$ cat src/rtl/pipeline_sequencer.sv
// Central control FSM for the IF/ID/EX/WB pipe: start-up, RAW interlock, taken-branch flush, halt/drain.
// Optional performance counters are compiled in with `define PERF_COUNTERS_EN.
module pipeline_sequencer #(
   parameter logic [3:0]  HALT_OPCODE    = 4'hF,
   parameter logic [15:0] RT_UNUSED_MASK = 16'h0000,
   parameter bit          WB_BYPASS      = 1'b0,
   parameter int unsigned DRAIN_CYCLES   = 2
) (
   input  logic        clock,
   input  logic        reset,
   input  logic        start,
   input  logic [3:0]  opcode_id,
   input  logic [5:0]  rs_id,
   input  logic [5:0]  rt_id,
   input  logic        regWrt_ex,
   input  logic [5:0]  rd_ex,
   input  logic        regWrt_wb,
   input  logic [5:0]  rd_wb,
   input  logic        branch_taken_wb,
   output logic        pc_write,
   output logic        ifid_write,
   output logic        ifid_flush,
   output logic        idex_flush,
   output logic        exwb_flush,
   output logic        busy,
   output logic        done,
   output logic [2:0]  state,
   output logic [31:0] cycle_count,
   output logic [31:0] stall_count,
   output logic [31:0] flush_count
);

   typedef enum logic [2:0] {
      S_IDLE   = 3'd0,
      S_RUN    = 3'd1,
      S_STALL  = 3'd2,
      S_DRAIN  = 3'd3,
      S_HALTED = 3'd4
   } state_t;

   localparam int DW = (DRAIN_CYCLES < 2) ? 1 : $clog2(DRAIN_CYCLES + 1);

   state_t        cur, nxt;
   logic [DW-1:0] drain_cnt, drain_nxt;
   logic          id_valid;
   logic          rt_chk, hit_ex, hit_wb, raw, halt_id;
   logic          redirect, stall_fire;

   // A bubble in ID must never look like a hazard or a HALT.
   assign rt_chk  = !RT_UNUSED_MASK[opcode_id];
   assign hit_ex  = regWrt_ex & ((rd_ex == rs_id) | (rt_chk & (rd_ex == rt_id)));
   assign hit_wb  = !WB_BYPASS & regWrt_wb & ((rd_wb == rs_id) | (rt_chk & (rd_wb == rt_id)));
   assign raw     = id_valid & (hit_ex | hit_wb);
   assign halt_id = id_valid & (opcode_id == HALT_OPCODE);
   assign state   = cur;

   always_comb begin
      pc_write   = 1'b0;
      ifid_write = 1'b0;
      ifid_flush = 1'b0;
      idex_flush = 1'b0;
      exwb_flush = 1'b0;
      busy       = 1'b0;
      done       = 1'b0;
      redirect   = 1'b0;
      stall_fire = 1'b0;
      nxt        = cur;
      drain_nxt  = drain_cnt;
      case (cur)
         S_IDLE: begin
            ifid_flush = 1'b1;
            idex_flush = 1'b1;
            exwb_flush = 1'b1;
            if (start) nxt = S_RUN;
         end
         S_RUN, S_STALL: begin
            busy = 1'b1;
            if (branch_taken_wb) begin
               redirect = 1'b1;
               nxt      = S_RUN;
            end else if (raw) begin
               stall_fire = 1'b1;
               idex_flush = 1'b1;
               nxt        = S_STALL;
            end else if (halt_id) begin
               idex_flush = 1'b1;
               drain_nxt  = DW'(DRAIN_CYCLES);
               nxt        = S_DRAIN;
            end else begin
               pc_write   = 1'b1;
               ifid_write = 1'b1;
               nxt        = S_RUN;
            end
         end
         S_DRAIN: begin
            busy = 1'b1;
            // A WB redirect here means the HALT came from the wrong path.
            if (branch_taken_wb) begin
               redirect  = 1'b1;
               drain_nxt = '0;
               nxt       = S_RUN;
            end else begin
               idex_flush = 1'b1;
               drain_nxt  = drain_cnt - 1'b1;
               if (drain_cnt <= DW'(1)) nxt = S_HALTED;
            end
         end
         S_HALTED: begin
            ifid_flush = 1'b1;
            idex_flush = 1'b1;
            exwb_flush = 1'b1;
            done       = 1'b1;
         end
         default: begin
            ifid_flush = 1'b1;
            idex_flush = 1'b1;
            exwb_flush = 1'b1;
            nxt        = S_IDLE;
         end
      endcase

      if (redirect) begin
         pc_write   = 1'b1;
         ifid_write = 1'b1;
         ifid_flush = 1'b1;
         idex_flush = 1'b1;
         exwb_flush = 1'b1;
      end

      // Reset acts on the outputs immediately, not only after the edge.
      if (reset) begin
         pc_write   = 1'b0;
         ifid_write = 1'b0;
         ifid_flush = 1'b1;
         idex_flush = 1'b1;
         exwb_flush = 1'b1;
         busy       = 1'b0;
         done       = 1'b0;
         redirect   = 1'b0;
         stall_fire = 1'b0;
      end
   end

   always_ff @(posedge clock) begin
      if (reset) begin
         cur       <= S_IDLE;
         drain_cnt <= '0;
         id_valid  <= 1'b0;
      end else begin
         cur       <= nxt;
         drain_cnt <= drain_nxt;
         if (ifid_flush)
            id_valid <= 1'b0;
         else if (ifid_write)
            id_valid <= 1'b1;
      end
   end

`ifdef PERF_COUNTERS_EN
   logic [31:0] cyc_q, stl_q, fls_q;

   always_ff @(posedge clock) begin
      if (reset) begin
         cyc_q <= '0;
         stl_q <= '0;
         fls_q <= '0;
      end else begin
         if (busy)       cyc_q <= cyc_q + 32'd1;
         if (stall_fire) stl_q <= stl_q + 32'd1;
         if (redirect)   fls_q <= fls_q + 32'd1;
      end
   end

   assign cycle_count = cyc_q;
   assign stall_count = stl_q;
   assign flush_count = fls_q;
`else
   assign cycle_count = 32'd0;
   assign stall_count = 32'd0;
   assign flush_count = 32'd0;
`endif

endmodule
$ cat config.mk
export PLATFORM = sky130hd
export DESIGN_NAME = pipeline_sequencer
export DESIGN_NICKNAME = d
export VERILOG_FILES = /design/src/rtl/pipeline_sequencer.sv
export SDC_FILE = /design/constraint.sdc
export NUM_CORES = 1
export LEC_CHECK = 0
export CAP_MARGIN = 20
export CORE_ASPECT_RATIO = 0.75
export CORE_MARGIN = 8
export CORE_UTILIZATION = 30
export CTS_CLUSTER_SIZE = 20
export DETAILED_ROUTE_END_ITERATION = 6
export PLACE_DENSITY_LB_ADDON = 0.25
export SYNTH_ARGS = -nofsm -noshare
export SYNTH_HDL_FRONTEND = slang
export SYNTH_SLANG_ARGS = --single-unit
$ cat constraint.sdc
create_clock -name clock -period 1.65 [get_ports clock]
set_input_delay 0.165 -clock clock [delete_from_list [all_inputs] [get_ports clock]]
set_output_delay 0.165 -clock clock [all_outputs]
set_load 0.02 [all_outputs]
==> results of run 1 <==
-- layer usage --
metal,GRT usage [%],vias up
li1,-,514
met1,10.30,485
met2,15.85,72
met3,1.793,4
met4,2.586,0
met5,0,-
-- cells in the mapped netlist, drive strengths merged (3+ instances only) --
library cell	count
buf	98
xnor2	12
xor2	12
nand2	7
nor2	7
dfxtp	6
nand4	5
nor3	5
nor4	5
a21oi	4
nand2b	3
-- area by class of cell --
type / count / area [µm²]
clock buffer: 3 / 41.29
fill: 472 / 2694
inverter: 2 / 7.507
multi-input combinational: 171 / 1015
sequential: 6 / 121.4
tap: 57 / 71.32
timing repair buffer: 59 / 516.7
-- registers in the layout, summed over array words and instances, names as in the netlist --
signal	flops
id_valid	1
state	3
drain_cnt	2
-- timing repair --
item | in CTS | in global routing
buffers inserted | 0 | 0
pin swaps | 26 | 23
setup endpoints to repair | 11 | 7
gates resized for setup | 97 | 63
gates cloned | 0 | 0
-- where the power goes --
group          internal [mW]  switching [mW]  leakage, nW  total, mW
logic                  0.159           0.320        0.814      0.479
clock network          0.156          0.0597       0.0216      0.216
registers              0.149         0.00222       0.0492      0.151
-- critical path, cell delays in order --
cell and delay, ns:
clkbuf_2 0.12, xnor2_2 0.17, nand4_1 0.13, nor4_2 0.32, nor4_2 0.09, a21oi_2 0.18
nand3b_1 0.15, buf_6 0.13
-- kinds of logic (layout without fill, tap and decap cells) --
group / after synthesis / after routing
buf+inv: 101 / 64
simple gates: 36 / 36
xor+xnor: 24 / 24
compound gates: 14 / 14
flops: 6 / 6
fa+ha+maj: 1 / 1
other cells: 1 / 96
-- metrics by stage --
stage               area [µm²]  total power [mW]  utilization, %  setup TNS, ns
floorplan                 1759            0.6084               -              0
global placement          1642            0.5954           36.75         -4.510
detailed placement        1642            0.5930           36.75         -4.166
CTS                       1664            0.8033           37.25       -0.03135
global route              1773            0.8986           39.69        -0.1362
finish                    1773            0.8464           39.69              0
-- how the worst max path moves through the flow --
stage,to,slack (ns),depth (start not counted)
2_1_floorplan,pc_write,0.11,7
3_3_place_gp,idex_flush,-0.92,8
3_5_place_dp,idex_flush,-0.87,8
4_1_cts,idex_flush,-0.03,8
5_1_grt,idex_flush,-0.09,8
6_report,idex_flush,0.02,8
==> results.tsv, run 1 <==
stage	metric	value	unit
cts	worst-skew pair later-pin latency	0.22	ns
job	max capacitance violation total	0	
placement	Placement Setup Slack	-0.8689	ns
route	Wirelength per Cell	12.23	µm
yosys	Area contributors post-synth	buf_4, dfxtp_1, xnor2_1	
final_layout	synthesis-to-finish area growth	27.77	%
placement	IO Port Bufs	43	
route	drt pass-1 iters	4	
timing	Slew Limit Fails	0	
cts	CTS Hold Bufs	0	
hold_path	hold endpoint	drain_cnt[1]	
final_layout	commonest non-fill, non-tap cell in the layout	conb_1	
yosys	Yosys cell types	28	
floorplan	Die X-Extent	94.53	µm
global_route	largest net degree at the start of global routing	7	
yosys	mux share of post-synthesis cell area	0	%
floorplan	io pins	140	
timing	setup repair after global routing missed its margin	true	
route	top sig layer	met4	
setup_path	worst reg2reg path startpoint	drain_cnt[1]	
yosys	proportion of netlist area held by the largest area contributor	53.02	%
setup_path	crit start category	input pin	
timing	minimum clock period	1.630	ns
yosys	Post-synth EDFFs	0	
global_route	vias in the first global route	1057	
route	Total Routed Length	3645	µm
yosys	simple-gate share of the synthesized area	14.25	%
setup_path	worst path required time	1.48	ns
final_layout	fin cells	298	
timing	hold slack	0.4955	ns
yosys	average size of a mapped cell	7.582	µm²
timing	final worst path period share	98.77	%
hold_path	Hold Startpoint	drain_cnt[1]	
floorplan	Die Y	74.90	µm
yosys	synth warn	0	
floorplan	Core Footprint	4467	µm²
route	Metal-1 WL	1336	µm
cts	clock buffer count from CTS	3	
floorplan	FP Rows	21	
setup_path	crit path DAT	1.46	ns
cts	root buffer cell	clkbuf_8	
pwr	VDD IR max	186.1	µV
route	DR iter-0 viols	49	
route	via count	1075	
setup_path	r2r setup slk	0.34	ns
final_layout	Antenna Cells	0	
global_route	GR Util All Layers	8.795	%
yosys	Seq/Total Area, Yosys	8.656	%
yosys	Synth Area in Compound Gates	6.943	%
yosys	Post-Syn Area	1388	µm²
route	metal3 WL	377	µm
timing	Final Hold Viols	0	
cts	Clock Tree Buf Depth	2	
route	drt via density	3.607	
setup_path	Critical Path End Type	primary output	
setup_path	FF-to-FF End	state[0]	
route	Residual DRC	0	
timing	skew final	0.003850	ns
placement	Inst Count DP	295	
setup_path	worst r2r path cells	5	
setup_path	CP max FO	2	
placement	GPL Wtd Cong	0.7584	
route	Final ANT Viol Nets	0	
hold_path	hold path depth	1	
yosys	Seq cells post-synth	6	
pwr	Pleak	0.8847	nW
setup_path	CP startpoint	rd_wb[0]	
yosys	largest family of logic cells by synthesized area	buffers and inverters	
yosys	Cells after Synth	183	
yosys	XOR/XNOR Fraction of Synth Area	15.15	%
route	met2 routed WL	1866	µm
global_route	first-pass GRT wire length	4988	µm
yosys	ys async rst share	0	%
floorplan	Initial Util	31.06	%
global_route	initial antenna violation count	0	
hold_path	Hold Crit Class	register to register	
yosys	Synth Area in Adders	0.9017	%
yosys	top cell type by total area after synthesis	buf_4	
cts	# clock sinks	6	
timing	# setup viols final	0	
timing	Max Freq	0.6136	GHz
cts	clock slew seen by the registers of the worst setup and hold paths	0.03	ns
cts	CTS tree	built	
placement	DPL Wire Length	3229	µm
yosys	top_reg_cell synth	dfxtp_1	
final_layout	layout cell share with drive strength beyond 1	29.46	%
pwr	pwr dens	477.4	nW/µm²
timing	setup ws final	0.02026	ns
final_layout	commonest non-fill, non-tap cells in the layout	conb_1, buf_4, buf_6, xnor2_2, clkdlybuf4s50_1	
cts	H-tree depth	1	
global_route	GR Overflow Total	0	
final_layout	nets@finish	278	
floorplan	Die ar.	7080	µm²
outcome	status	complete, no violations	
setup_path	critical path type	input pin to primary output	
Power figures use the tool's default switching activity.
==> run 2: changes to the inputs <==
--- a/config.mk
+++ b/config.mk
@@ -9,7 +9,7 @@
 export CORE_ASPECT_RATIO = 0.75
 export CORE_MARGIN = 8
 export CORE_UTILIZATION = 30
-export CTS_CLUSTER_SIZE = 20
+export CTS_CLUSTER_SIZE = 28
 export DETAILED_ROUTE_END_ITERATION = 6
 export PLACE_DENSITY_LB_ADDON = 0.25
 export SYNTH_ARGS = -nofsm -noshare
==> results of run 2 <==
Final layout, timing and power as in run 1 (identical DEF).
